### config.mk
export PLATFORM = sky130hd
export DESIGN_NAME = rng_sched_q8_24
export DESIGN_NICKNAME = d
export VERILOG_FILES = /design/src/rtl/rng_pkg.sv /design/src/rtl/rng_lfsr_32.sv /design/src/rtl/rr_arb_onehot.sv /design/src/rtl/rng_sched_q8_24.sv
export SDC_FILE = /design/constraint.sdc
export NUM_CORES = 1
export LEC_CHECK = 0
export CORE_MARGIN = 1
export CORE_UTILIZATION = 40
export DETAILED_ROUTE_END_ITERATION = 8
export HOLD_SLACK_MARGIN = 0.1
export SYNTH_ARGS = -nofsm -noshare
export SYNTH_HDL_FRONTEND = slang
export SYNTH_SLANG_ARGS = --single-unit
### constraint.sdc
create_clock -name clk -period 10.5 [get_ports clk]
set_input_delay 1.575 -clock clk [delete_from_list [all_inputs] [get_ports clk]]
set_output_delay 1.575 -clock clk [all_outputs]
set_load 0.005 [all_outputs]
### src/rtl/rng_pkg.sv
// Shared definitions for the RNG scheduler: Q8.24 word type, fallback seed,
// and the scheduler FSM encoding.
package rng_pkg;
   localparam int Q_W = 32;
   typedef logic [Q_W-1:0] q8_24_t;

   // Nonzero fallback seed; an all-zero LFSR state would never leave zero.
   localparam q8_24_t SEED_DEF = 32'h1ACE_B00C;

   localparam logic [1:0] ST_SEED = 2'd0;
   localparam logic [1:0] ST_WARM = 2'd1;
   localparam logic [1:0] ST_RUN  = 2'd2;
endpackage

### src/rtl/rng_lfsr_32.sv
// 32-bit Galois LFSR uniform generator; the state word is the Q8.24 output.
// Synchronous reset loads the seed; one step per cycle while enabled.
module rng_lfsr_32
   import rng_pkg::*;
(
   input  logic   clk,
   input  logic   i_rst,
   input  logic   i_en,
   input  q8_24_t i_seed,
   output q8_24_t o_q
);
   // Right-shifting Galois form of x^32 + x^22 + x^2 + x + 1.
   localparam q8_24_t TAPS = 32'h8020_0003;

   q8_24_t r_state;

   // Seed load has priority over stepping.
   always_ff @(posedge clk) begin
      if (i_rst)
         r_state <= i_seed;
      else if (i_en)
         r_state <= {1'b0, r_state[Q_W-1:1]} ^ (r_state[0] ? TAPS : '0);
   end

   assign o_q = r_state;
endmodule

### src/rtl/rr_arb_onehot.sv
// Rotating-priority arbiter: first set request at or above i_ptr, wrapping.
module rr_arb_onehot #(
   parameter  int N_REQ = 4,
   localparam int PW    = $clog2(N_REQ)
) (
   input  logic [N_REQ-1:0] i_req,
   input  logic [PW-1:0]    i_ptr,
   output logic [N_REQ-1:0] o_gnt,
   output logic             o_any
);
   logic          w_found;
   logic [PW-1:0] w_idx;

   // Walk the requests starting at the pointer; the first hit wins.
   always_comb begin
      o_gnt   = '0;
      w_found = 1'b0;
      w_idx   = '0;
      for (int i = 0; i < N_REQ; i++) begin
         w_idx = PW'((int'(i_ptr) + i) % N_REQ);
         if (!w_found && i_req[w_idx]) begin
            o_gnt[w_idx] = 1'b1;
            w_found      = 1'b1;
         end
      end
      o_any = |i_req;
   end
endmodule

### src/rtl/rng_sched_q8_24.sv
// Shares one LFSR core among N_REQ path engines with round-robin grants.
// Sequences seed load, warm-up discard, then service; every grant gets a
// fresh core state because the core steps in each decision cycle.
module rng_sched_q8_24 #(
   parameter  int          N_REQ    = 4,
   parameter  logic [31:0] SEED_DEF = rng_pkg::SEED_DEF,
   parameter  int          WARMUP   = 16,
   localparam int          IW       = $clog2(N_REQ),
   localparam int          WW       = $clog2(WARMUP + 1)
) (
   input  logic                 clk,
   input  logic                 reset,
   input  logic                 seed_load,
   input  logic [31:0]          seed,
   input  logic [N_REQ-1:0]     req,
   output logic [N_REQ-1:0]     gnt,
   output logic                 rand_valid,
   output rng_pkg::q8_24_t      rand_data,
   output logic [IW-1:0]        rand_id,
   output logic                 ready,
   output logic [31:0]          draw_cnt
);
   import rng_pkg::*;

   logic [1:0]       r_state;
   logic [WW-1:0]    r_warm;
   logic [IW-1:0]    r_ptr;
   q8_24_t           r_seed;
   logic [31:0]      r_cnt;
   logic [N_REQ-1:0] r_gnt;
   logic             r_vld;
   q8_24_t           r_data;
   logic [IW-1:0]    r_id;

   logic             w_core_rst;
   logic             w_core_en;
   q8_24_t           w_core_q;
   logic [N_REQ-1:0] w_win;
   logic             w_any;
   logic [IW-1:0]    w_wid;
   logic             w_take;

   rr_arb_onehot #(.N_REQ(N_REQ)) u_arb (
      .i_req (req),
      .i_ptr (r_ptr),
      .o_gnt (w_win),
      .o_any (w_any)
   );

   rng_lfsr_32 u_core (
      .clk    (clk),
      .i_rst  (w_core_rst),
      .i_en   (w_core_en),
      .i_seed (r_seed),
      .o_q    (w_core_q)
   );

   // A reseed request pre-empts any grant decision in the same cycle.
   assign w_take     = (r_state == ST_RUN) && w_any && !seed_load;
   assign w_core_rst = (r_state == ST_SEED);
   assign w_core_en  = !seed_load && ((r_state == ST_WARM) || w_take);

   // One-hot winner to index.
   always_comb begin
      w_wid = '0;
      for (int i = 0; i < N_REQ; i++)
         if (w_win[i]) w_wid = IW'(i);
   end

   // Seeding FSM, round-robin pointer and saturating draw counter.
   always_ff @(posedge clk or posedge reset) begin
      if (reset) begin
         r_state <= ST_SEED;
         r_warm  <= '0;
         r_ptr   <= '0;
         r_seed  <= SEED_DEF;
         r_cnt   <= '0;
      end else if (seed_load) begin
         r_seed  <= (seed == 32'd0) ? SEED_DEF : seed;
         r_state <= ST_SEED;
         r_cnt   <= '0;
      end else begin
         case (r_state)
            ST_SEED: begin
               r_state <= ST_WARM;
               r_warm  <= WW'(WARMUP - 1);
            end
            ST_WARM: begin
               if (r_warm == '0) r_state <= ST_RUN;
               else              r_warm  <= r_warm - WW'(1);
            end
            ST_RUN: begin
               if (w_take) begin
                  r_ptr <= (w_wid == IW'(N_REQ - 1)) ? '0 : w_wid + IW'(1);
                  if (r_cnt != '1) r_cnt <= r_cnt + 32'd1;
               end
            end
            default: r_state <= ST_SEED;
         endcase
      end
   end

   // Registered grant pulse; draw data holds between grants.
   always_ff @(posedge clk or posedge reset) begin
      if (reset) begin
         r_gnt  <= '0;
         r_vld  <= 1'b0;
         r_data <= '0;
         r_id   <= '0;
      end else begin
         r_gnt <= w_take ? w_win : '0;
         r_vld <= w_take;
         if (w_take) begin
            r_data <= w_core_q;
            r_id   <= w_wid;
         end
      end
   end

   assign gnt        = r_gnt;
   assign rand_valid = r_vld;
   assign rand_data  = r_data;
   assign rand_id    = r_id;
   assign ready      = (r_state == ST_RUN);
   assign draw_cnt   = r_cnt;
endmodule
==> results.sh <==
export IMPL_status="completed"
export IMPL_grt_usage=0.192
export IMPL_start_util=0.407
export IMPL_async_flop_share=0.778
export IMPL_p_leak_nw=3.46
export IMPL_hold_depth=2
export IMPL_gp_congestion=0.797
export IMPL_die_w_um=129
export IMPL_antenna_found_initial=0
export IMPL_finalSetupViolations=0
export IMPL_drc=0
export IMPL_vdd_drop_max_uv=149
export IMPL_gr_total_overflow=0
export IMPL_htree_levels=4
export IMPL_dr_pass1_iters=4
export IMPL_die_h_um=129
export IMPL_worst_pin_slew_ps=1240
export IMPL_synthCells=566
export IMPL_root_buffer="clkbuf_16"
export IMPL_final_max_slew_viol_count=0
export IMPL_grt_pass1_wl_um=23900
export IMPL_fmax_ghz=0.284
export IMPL_yosys_area_share_adder=0.0194
export IMPL_synth_top_cell_by_area="dfrtp_1"
export IMPL_area_growth_syn_to_layout_pct=30.0
export IMPL_cp_max_fo=37
export IMPL_setup_tns_ps=0
export IMPL_ys_flop_type="dfrtp_1"
export IMPL_cts_buffer_depth=2
export IMPL_synthSimpleGateAreaFrac=0.175
export IMPL_cts_hold_buf=0
export IMPL_nNetsFinal=728
export IMPL_crit_path_top_delay_cell="clkdlybuf4s50_1"
export IMPL_drt_iter0_markers=342
export IMPL_dp_cells=876
export IMPL_finalCritPeriodShare=0.335
export IMPL_netlist_area_mm2=0.00644
export IMPL_critPathMaxStageDelay_ps=530
export IMPL_io_buffer_count=110
export IMPL_dieArea_mm2=0.0166
export IMPL_num_rows=46
export IMPL_cts_inserted_buffers=17
export IMPL_crit_buf_inv=4
export IMPL_cp_depth=8
export IMPL_clk_pin_slew_ps=60
export IMPL_synthTopCellsByArea="dfrtp_1 (38%), edfxtp_1 (15%), mux2_2 (8.6%)"
export IMPL_syn_nets=615
export IMPL_hold_path_class="register to register"
export IMPL_drv_cap=0
export IMPL_cts_tree="done"
export IMPL_finalClockSkew_ps=6.62
export IMPL_rsz0062_at_grt="false"
export IMPL_worst_r2r_path_depth=8
export IMPL_worstSetupStartpointType="input port"
export IMPL_drt_vias_per_instance=5.16
export IMPL_crit_family="buffers and inverters"
export IMPL_ys_seq_area_frac=0.587
export IMPL_fin_cells=908
export IMPL_clock_sinks=144
export IMPL_cts_resized=0
export IMPL_num_vias=4686
export IMPL_diodes=0
export IMPL_io_pins=111
export IMPL_synth_cell_types=55
export IMPL_grt_pass1_vias=4616
export IMPL_fp_coreArea_mm2=0.0158
export IMPL_synth_compound_area_frac=0.0721
export IMPL_cp_arrival_ps=3820
export IMPL_power_density_mw_per_mm2=164
export IMPL_wl_per_cell_um=16.5
export IMPL_synth_edff_count=32
export IMPL_muxShareOfSynthArea=0.0927
export IMPL_hold_violations=0
export IMPL_crit_chain="clkdlybuf4s50_1 > nor4_1 > or3_1 > buf_4 > inv_1 > buf_4 > nand2_1 > nand2_1"
export IMPL_crit_type="input port to register"
export IMPL_ys_seq_elements=144
export IMPL_place_hpwl_um=9790
export IMPL_yosys_warnings=0
export IMPL_synth_top_area_frac=0.385
export IMPL_crit_path_end_kind="register"
export IMPL_syn_avg_cell_area_um2=11.4
export IMPL_max_slew_margin=0.170
export IMPL_postCtsSetupBuffers=0
export IMPL_synth_top_family_by_area="simple AND/OR/NAND/NOR gates"
export IMPL_min_period_ps=3520
export IMPL_grt_max_degree=75
export IMPL_clk_latency_ps=410
export IMPL_drt_wl_total_um=15000
export IMPL_cp_required_ps=10800
export IMPL_synthXorXnorAreaFrac=0.0354
export IMPL_drive_above_1_share=0.163
export IMPL_antenna_left=0
[path summary, 6_finish.rpt]
kind | to | slack [ps] | startpoint
setup / recovery | rand_data[20] | 6980 | req[0]
hold / removal | rand_data[25] | 470 | u_core.o_q[25]
setup reg to reg | r_ptr[1] | 7490 | r_ptr[0]
hold reg to reg | rand_data[25] | 470 | u_core.o_q[25]
max in group asynchronous | rand_data[22] | 7600 | reset
min in group asynchronous | gnt[0] | 1570 | reset
[logic make-up after synthesis]
| logic type | count (synthesis) |
|---|---|
| buffers and inverters | 32 |
| adders and majority gates | 10 |
| AOI/OAI and AO/OA | 67 |
| muxes | 51 |
| DFF | 144 |
| xor gates and xnor gates | 26 |
| and+or+nand+nor | 236 |
[area by class of cell]
cell class                      instances  area [um2]
Clock buffer                           19         453
Clock inverter                         13         143
Fill cell                            1362        7450
Inverter                                9        36.3
Multi-Input combinational cell        390        2540
Sequential cell                       144        3780
Tap cell                              216         270
Timing Repair Buffer                  117        1150
[flip-flops by register name, summed over array words and instances (netlist names)]
name and flops:
r_warm 5, r_seed 32, draw_cnt 32, rand_id 2, r_state 2, rand_data 32, u_core.o_q 32, gnt 4
rand_valid 1, r_ptr 2
[stage by stage]
| stage | worst slack, ps | util | power (mW) | area (um2) | hold slack (ps) |
|---|---|---|---|---|---|
| floorplan | 5990 | - | 0.724 | 6440 | 435 |
| global placement | 6590 | 0.491 | 0.773 | 7780 | 444 |
| detailed placement | 6530 | 0.491 | 0.778 | 7780 | 449 |
| CTS | 6970 | 0.529 | 1.39 | 8370 | 466 |
| global route | 6780 | 0.529 | 1.43 | 8370 | 480 |
| finish | 6980 | 0.529 | 1.37 | 8370 | 466 |
[synth_stat cells (12+ instances only)]
cell / number
dfrtp_1: 99
nor3_1: 13
dfstp_2: 13
nand2_1: 115
clkbuf_1: 18
xnor2_1: 14
xor2_1: 12
nand4_1: 13
o21ai_0: 18
o22a_1: 13
edfxtp_1: 32
mux2_2: 49
a21oi_1: 14
nor2_1: 35
[power by group]
group | leakage (nW) | switching, mW | internal, mW
Sequential | 1.77 | 0.0243 | 0.619
Clock | 0.303 | 0.223 | 0.382
Combinational | 1.39 | 0.0586 | 0.0652
Total | 3.46 | 0.306 | 1.07
[routing by layer]
| metal | vias up | share of wire | global-route usage | wire [um] |
|---|---|---|---|---|
| met4 | 0 | 0.011 | 0.0644 | 167 |
| li1 | 2233 | - | - | - |
| met2 | 106 | 0.47 | 0.302 | 7020 |
| met3 | 14 | 0.047 | 0.0528 | 711 |
| met5 | - | 0 | 0 | 0 |
| met1 | 2333 | 0.47 | 0.255 | 7130 |
[worst min-delay path: stages (launching register included)]
cell and delay, ps:
edfxtp_1 330, nand2_1 50, nand2_1 50
[cells in the final DEF, fill, tap and decap left out, types with 12 or more instances in the layout]
cell type        count
dfstp_2             13
clkbuf_16           17
xnor2_1             14
nor2_1              35
nor3_1              13
edfxtp_1            32
xor2_1              12
dfrtp_1             99
nand2_1            115
a21oi_1             14
o22a_1              13
clkdlybuf4s50_1    109
o21ai_0             18
mux2_2              49
nand4_1             13
(Power assumes the default switching activity.)
